`config.mk`:
```
export PLATFORM = sky130hd
export DESIGN_NAME = seq_divider
export DESIGN_NICKNAME = d
export VERILOG_FILES = /design/src/rtl/seq_divider_pkg.sv /design/src/rtl/seq_divider_div_step.sv /design/src/rtl/seq_divider.sv
export SDC_FILE = /design/constraint.sdc
export NUM_CORES = 1
export LEC_CHECK = 0
export ABC_AREA = 1
export CAP_MARGIN = 20
export CORE_MARGIN = 2
export CORE_UTILIZATION = 41
export CTS_BUF_LIST = sky130_fd_sc_hd__clkbuf_4 sky130_fd_sc_hd__clkbuf_8
export DETAILED_ROUTE_END_ITERATION = 6
export GPL_ROUTABILITY_DRIVEN = 0
export HOLD_SLACK_MARGIN = 0.15
export PLACE_DENSITY = 0.61
export SLEW_MARGIN = 30
export SYNTH_ARGS = -nofsm -noshare
export SYNTH_HDL_FRONTEND = slang
export SYNTH_SLANG_ARGS = --single-unit
```
`constraint.sdc`:
```
create_clock -name clk -period 3.6 [get_ports clk]
set_input_delay 0.9 -clock clk [delete_from_list [all_inputs] [get_ports clk]]
set_output_delay 0.9 -clock clk [all_outputs]
set_load 0.03 [all_outputs]
```
`src/rtl/seq_divider_pkg.sv`:
```
// Shared types and sizing for the iterative restoring divider.
// Imported by the divider top and its datapath step.
package seq_divider_pkg;

  localparam int DW_DEF = 16;
  localparam int VW_DEF = 8;

  // Counter width for a given dividend width; never narrower than one bit.
  function automatic int cnt_w(input int dw);
    return (dw > 1) ? $clog2(dw) : 1;
  endfunction

  localparam int CNT_W = cnt_w(DW_DEF);

  typedef enum logic {
    IDLE = 1'b0,
    RUN  = 1'b1
  } state_e;

endpackage

```
`src/rtl/seq_divider_div_step.sv`:
```
// One restoring-division step: shift in the next dividend bit,
// then subtract the divisor if it fits.
module div_step #(
  parameter int VW = 8
) (
  input  logic [VW-1:0] r_in,
  input  logic          bit_in,
  input  logic [VW-1:0] v,
  output logic [VW-1:0] r_out,
  output logic          q_bit
);

  logic [VW:0] r_shift;
  logic [VW:0] diff;

  always_comb begin
    r_shift = {r_in, bit_in};
    diff    = r_shift - {1'b0, v};
    q_bit   = (r_shift >= {1'b0, v});
    // Either branch is below v, so the result always fits in VW bits.
    r_out   = VW'(q_bit ? diff : r_shift);
  end

endmodule

```
`src/rtl/seq_divider.sv`:
```
// Iterative unsigned restoring divider, one quotient bit per clock.
// Handshake: start is taken only while busy=0; done pulses for one cycle and results hold until the next completion.
module seq_divider
  import seq_divider_pkg::*;
#(
  parameter int DW = DW_DEF,
  parameter int VW = VW_DEF
) (
  input  logic          clk,
  input  logic          reset,
  input  logic          start,
  input  logic [DW-1:0] dividend,
  input  logic [VW-1:0] divisor,
  output logic          busy,
  output logic          done,
  output logic [DW-1:0] quotient,
  output logic [VW-1:0] remainder,
  output logic          div_by_zero,
  output state_e        state_dbg
);

  localparam int CW = cnt_w(DW);

  state_e        state_q, state_d;
  logic [CW-1:0] cnt_q, cnt_d;
  logic [DW-1:0] d_q, d_d;
  logic [VW-1:0] v_q, v_d;
  // The partial remainder after each step is below v, so VW bits are enough to store it.
  logic [VW-1:0] r_q, r_d;
  // The final quotient bit comes straight from the last step, so DW-1 bits are stored.
  logic [DW-2:0] q_q, q_d;
  logic          busy_q, busy_d;
  logic          done_q, done_d;
  logic [DW-1:0] quotient_q, quotient_d;
  logic [VW-1:0] remainder_q, remainder_d;
  logic          dbz_q, dbz_d;

  logic [VW-1:0] step_r;
  logic          step_q;

  div_step #(.VW(VW)) u_step (
    .r_in   (r_q),
    .bit_in (d_q[DW-1]),
    .v      (v_q),
    .r_out  (step_r),
    .q_bit  (step_q)
  );

  always_comb begin
    state_d     = state_q;
    cnt_d       = cnt_q;
    d_d         = d_q;
    v_d         = v_q;
    r_d         = r_q;
    q_d         = q_q;
    busy_d      = busy_q;
    done_d      = 1'b0;
    quotient_d  = quotient_q;
    remainder_d = remainder_q;
    dbz_d       = dbz_q;
    case (state_q)
      IDLE: begin
        if (busy_q) begin
          // Zero divisor accepted on the previous edge: finish it now.
          done_d      = 1'b1;
          busy_d      = 1'b0;
          quotient_d  = '1;
          remainder_d = d_q[VW-1:0];
          dbz_d       = 1'b1;
        end else if (start) begin
          d_d    = dividend;
          v_d    = divisor;
          r_d    = '0;
          q_d    = '0;
          cnt_d  = CW'(DW - 1);
          busy_d = 1'b1;
          if (divisor != '0) state_d = RUN;
        end
      end
      RUN: begin
        d_d   = {d_q[DW-2:0], 1'b0};
        r_d   = step_r;
        q_d   = {q_q[DW-3:0], step_q};
        cnt_d = cnt_q - 1'b1;
        if (cnt_q == '0) begin
          quotient_d  = {q_q, step_q};
          remainder_d = step_r;
          dbz_d       = 1'b0;
          done_d      = 1'b1;
          busy_d      = 1'b0;
          state_d     = IDLE;
        end
      end
      default: state_d = IDLE;
    endcase
  end

  always_ff @(posedge clk) begin
    if (reset) begin
      state_q     <= IDLE;
      cnt_q       <= '0;
      d_q         <= '0;
      v_q         <= '0;
      r_q         <= '0;
      q_q         <= '0;
      busy_q      <= 1'b0;
      done_q      <= 1'b0;
      quotient_q  <= '0;
      remainder_q <= '0;
      dbz_q       <= 1'b0;
    end else begin
      state_q     <= state_d;
      cnt_q       <= cnt_d;
      d_q         <= d_d;
      v_q         <= v_d;
      r_q         <= r_d;
      q_q         <= q_d;
      busy_q      <= busy_d;
      done_q      <= done_d;
      quotient_q  <= quotient_d;
      remainder_q <= remainder_d;
      dbz_q       <= dbz_d;
    end
  end

  assign busy        = busy_q;
  assign done        = done_q;
  assign quotient    = quotient_q;
  assign remainder   = remainder_q;
  assign div_by_zero = dbz_q;
  assign state_dbg   = state_q;

endmodule
```
# ---- Yosys cells after proc, flatten, opt, wreduce, memory -nomap -nowiden
# Cells that the tools add are included.
dict set report op_classes {
  addsub 2
  multipliers 0
  div 0
  magnitude_cmp 1
  eq_ne 4
  shift 0
  n_mux 33
  bitwise_logic 2
  n_reduce_logical 5
}
# op n
set op_table {}
lappend op_table {{two-way mux 16 bit} 4}
lappend op_table {{case mux 16 bit (2 select lines)} 2}
lappend op_table {{two-way mux 8 bit} 5}
lappend op_table {{case mux 8 bit (2 select lines)} 2}
lappend op_table {{two-way mux 15 bit} 2}
lappend op_table {{case mux 15 bit (2 select lines)} 1}
lappend op_table {{two-way mux 1 bit} 10}
lappend op_table {{greater-or-equal comparator 9 x 8 -> 1 bit} 1}
lappend op_table {{two-way mux 4 bit} 2}
lappend op_table {{case mux 1 bit (2 select lines)} 4}
lappend op_table {{case mux 4 bit (2 select lines)} 1}
lappend op_table {{nonzero test 8 bit} 1}
lappend op_table {{subtractor 8 bit} 1}
lappend op_table {{!= test 2 bit, second input constant} 3}
lappend op_table {{logical NOT 4 bit} 1}
lappend op_table {{AND reduction 2 bit} 2}
lappend op_table {{subtractor 4 x 1 -> 4 bit, second input constant} 1}
lappend op_table {{AND reduction 3 bit} 1}
lappend op_table {{!= test 2 x 1 -> 1 bit, second input constant} 1}
lappend op_table {{NOT 1 bit} 2}
dict set report word_totals {
  ff_bits 79
  latch_bits 0
  mem_bits_rw 0
  mem_bits_ro 0
  inputBits 27
  out_inout_bits 28
  elab_cells 58
  memories 0
}

# ---- Longest topological paths before layout
dict set report logic_depth {
  ltp_word 5
  ltp_mapped 13
}

# ---- Modules after synthesis
# From an unflattened synthesis, not the netlist that was laid out.
dict set report unflattened {
  hier_cells 521
  hier_area_um2 3697.3
}
# module instances cells_per_inst area_each_um2
set by_module_without_submodules {}
lappend by_module_without_submodules {seq_divider 1 412 3111.7}
lappend by_module_without_submodules {div_step 1 109 585.6}

# ---- Worst setup path after synthesis
# Ideal clock, no wire load.
dict set report synth_path {
  path_type {input to register}
  startpoint {input port start}
  endpoint {register cnt_q[3]}
  setup_time_ns 0.134
  arrival_time_ns 1.523
  required_ns 3.466
  setup_slack_ns 1.943
  cell_stages 5
  n_path_buf 1
  cell_sequence {nand2_1 > nor2_1 > inv_1 > clkbuf_1 > a31oi_1}
}
dict set report synth_via {
  elab_chain_len 2
}
# item line
set synth_rtl {}
lappend synth_rtl {{start, declared} seq_divider.sv:11} ;# input logic start,
lappend synth_rtl {{!= test 2 bit (no source line)} -}
lappend synth_rtl {{AND reduction 2 bit (no source line)} -}
lappend synth_rtl {{end signal, assigned} seq_divider.sv:113} ;# cnt_q <= cnt_d;
lappend synth_rtl {{end, declared} seq_divider.sv:25} ;# logic [CW-1:0] cnt_q, cnt_d;
# No other way between the ends.
# A chain may end at the register's enable or synchronous reset.

# ---- Final worst setup path
dict set report layout_path {
  startpoint {register state_q (netlist: state_dbg)}
  endpoint {output port state_dbg}
}
# item line
set layout_rtl {}
lappend layout_rtl {{start, declared} seq_divider.sv:24} ;# state_e state_q, state_d;
lappend layout_rtl {{start signal, assigned} seq_divider.sv:112} ;# state_q <= state_d;
lappend layout_rtl {{end, declared} seq_divider.sv:19} ;# output state_e state_dbg
# No word-level cell between the ends.

==> impl_metrics.tcl <==
set metrics [dict create \
    outcome "complete, no violations" \
    max_freq_ghz 0.3671 \
    grt_setup_unrepaired "false" \
    hold_path_startpoint "q_q[0]$_SDFFE_PP0P_" \
    cts-root-to-sink-buffers 2 \
    whs_path_depth 2 \
    syn_to_final_growth_pct 19.97 \
    routed.top_layer "met4" \
    total_area_of_multi_input_combinational_cells_um2 1742 \
    dr_wl_met3_um 401 \
    maxCapViolCount 0 \
    post-route-period-util_pct 75.67 \
    worstPathArrival_ns 1.82 \
    grt_max_degree 37 \
    hp-class "reg2reg" \
    cp_peak_stage_delay_ns 0.78 \
    worstReg2RegEnd "q_q[13]$_SDFFE_PP0P_" \
    cts.reportedPaths.clkPinSlew_ns 0.09 \
    place_hpwl_um 5933 \
    ioPinCount 55 \
    firstDrtPassIters 4 \
    drt-wirelength-per-cell_um 12.92 \
    worst_setup_path_end_kind "primary output" \
    tritoncts.num_buffers 9 \
    cts_root_buf "sky130_fd_sc_hd__clkbuf_8" \
    startpoint_type "flip-flop" \
    antenna_found_initial 0 \
    drive_gt1_share_pct 9.307 \
    dieWidth_um 99.35 \
    met2_length_um 3784 \
    vias 3269 \
    cp_slowest_cell "sky130_fd_sc_hd__clkdlybuf4s50_1" \
    fp.coreArea_um2 8763 \
    layout_min_cycle_time_ns 2.724 \
    totalWireLength_um 8478 \
    regToRegSetupSlack_ns 1.22 \
    drt-vias-per-instance 4.983 \
    rows 34 \
    most-common-layout-cells "sky130_fd_sc_hd__nand2_1, sky130_fd_sc_hd__dfxtp_1, sky130_fd_sc_hd__inv_1" \
    detail_route.iter0.violations 161 \
    cts_tree "done" \
    routedLengthMet1_um 4192 \
    fp.dieArea_um2 9869 \
    syn-instance-count 498 \
    htreeDepth 3 \
    n_fill_cell 863 \
    criticalPathCategory "reg2out" \
    final_core_utilization_pct 51.03 \
    worst_setup_path_startpoint "state_dbg$_SDFF_PP0_" \
    via_count_of_the_first_global_routing_pass 2991 \
    synth_area_per_cell_um2 7.485 \
    ir_drop_uv 295.1 \
    yosys-top-cells-area "sky130_fd_sc_hd__dfxtp_1, sky130_fd_sc_hd__nand2_1, sky130_fd_sc_hd__inv_1" \
    worstMarginPinSlew_ns 0.5583 \
    port-buffer-count 54 \
    clock_sink_count 79 \
    track_usage_pct 17.78 \
    reg2reg_from "state_dbg$_SDFF_PP0_" \
    ys.warnings.count 0 \
    path_delay_family "buffers and inverters" \
    grt_pass1_wl_um 14220 \
    chipHeight_um 99.35 \
    synth.top_cell.area_share_pct 42.43 \
    worstPathRequired_ns 2.70 \
    diodes 0 \
    holdBufCountCts 0 \
    hold_worst_path_end "q_q[0]$_SDFFE_PP0P_" \
    cell_depth_of_the_worst_flop_to_flop_path 5 \
    maxSlewViolCount 0 \
    synth_largest_area_cell "sky130_fd_sc_hd__dfxtp_1" \
    netlist-cell-type-count 32 \
    num-nets-final 580 \
    register_cell_area_after_layout_um2 1583 \
    postCtsSetupRepairBufs 0 \
    setup_tns_ns 0 \
    synth_cell_area_um2 3727 \
    crit_fanout 23 \
    clk_latency_ns 0.35 \
    drtAntennaViolNets 0 \
    buffer_and_inverter_count_on_the_worst_path 1 \
    power.density_cell_area_nw_per_um2 545.1 \
    post_cts_resized 0 \
    number_of_endpoints_with_negative_hold_slack_in_the_final_report 0 \
    post-route-drc-count 0 \
    slew_headroom_pct 62.78 \
    ys_ff_latch 79 \
    synth_sequential_area_ratio_pct 42.43 \
    grt_overflow_total 0 \
    list_of_cells_traversed_by_the_critical_path "clkdlybuf4s50_1" \
    static-leakage-power_nw 2.011 \
    initial_core_util_pct 42.53 \
    skew_ns 0.01169 \
    finalSetupViolations 0 \
    final_common_cell "sky130_fd_sc_hd__nand2_1" \
    synth_fp_nets 535 \
]
state kept, by name, summed over array words and instances (netlist names):
| name | flops |
|---|---|
| quotient | 16 |
| v_q | 8 |
| q_q | 15 |
| r_q | 8 |
| div_by_zero | 1 |
| cnt_q | 4 |
| remainder | 8 |
| state_dbg | 1 |
| d_q | 16 |
| busy | 1 |
| done | 1 |
layout make-up:
| cell class | instances | area share (%) |
|---|---|---|
| multi-input combinational | 329 | 38.95 |
| tap | 108 | 3.022 |
| timing repair buffer | 58 | 12.76 |
| clock buffer | 9 | 2.770 |
| inverter | 66 | 5.596 |
| clock inverter | 7 | 1.511 |
| sequential | 79 | 35.39 |
stage by stage:
stage / area (um2) / std cells / setup WS [ns] / hold slack, ns / power [mW]
final: 4472 / 656 / 0.8757 / 0.4712 / 2.438
after global routing: 4472 / 656 / 0.7842 / 0.4841 / 2.590
after CTS: 4472 / 656 / 0.8629 / 0.4752 / 2.459
after detailed placement: 4280 / 640 / 1.053 / 0.4548 / 1.838
after global placement: 4280 / 640 / 1.096 / 0.4529 / 1.834
after floorplan: 3727 / 498 / 1.943 / 0.4331 / 1.619
cells by family after synthesis:
family	Yosys count	synth area share (%)
AOI/OAI and AO/OA	100	14.57
xor gates and xnor gates	3	0.7051
adders and majority gates	10	3.558
buffers and inverters	90	10.84
DFF	79	42.43
and+or+nand+nor	216	27.90
worst max-delay path by stage:
stage,endpoint,slack (ns),depth (start not counted)
2_1_floorplan,cnt_q[3]$_SDFFE_PP0P_,1.94,5
3_3_place_gp,q_q[1]$_SDFFE_PP0P_,1.10,6
3_5_place_dp,q_q[13]$_SDFFE_PP0P_,1.05,6
4_1_cts,state_dbg,0.86,1
5_1_grt,state_dbg,0.78,1
6_report,state_dbg,0.88,1
metal layers:
metal | track usage (%) | vias up
met3 | 3.022 | 9
met1 | 24.80 | 1478
met2 | 27.75 | 61
met4 | 6.428 | 0
li1 | - | 1721
met5 | 0 | -
power breakdown:
| part | internal [mW] | leakage (nW) | switching [mW] | total, mW |
|---|---|---|---|---|
| Clock | 0.264 | 0.0932 | 0.357 | 0.622 |
| Sequential | 0.966 | 0.648 | 0.0615 | 1.03 |
| Combinational | 0.282 | 1.27 | 0.506 | 0.788 |
| Total | 1.51 | 2.01 | 0.925 | 2.44 |
Yosys cell counts (all sizes together):
master / n
a211oi: 4
a21boi: 1
a21oi: 39
a31oi: 17
buf: 15
clkbuf: 9
dfxtp: 79
fa: 1
ha: 9
inv: 66
nand2: 117
nand3: 36
nand4: 11
nor2: 41
nor3: 9
nor4: 2
o21a: 2
o21ai: 37
xor2: 3
Note: power is estimated with default switching activity, not from simulation.
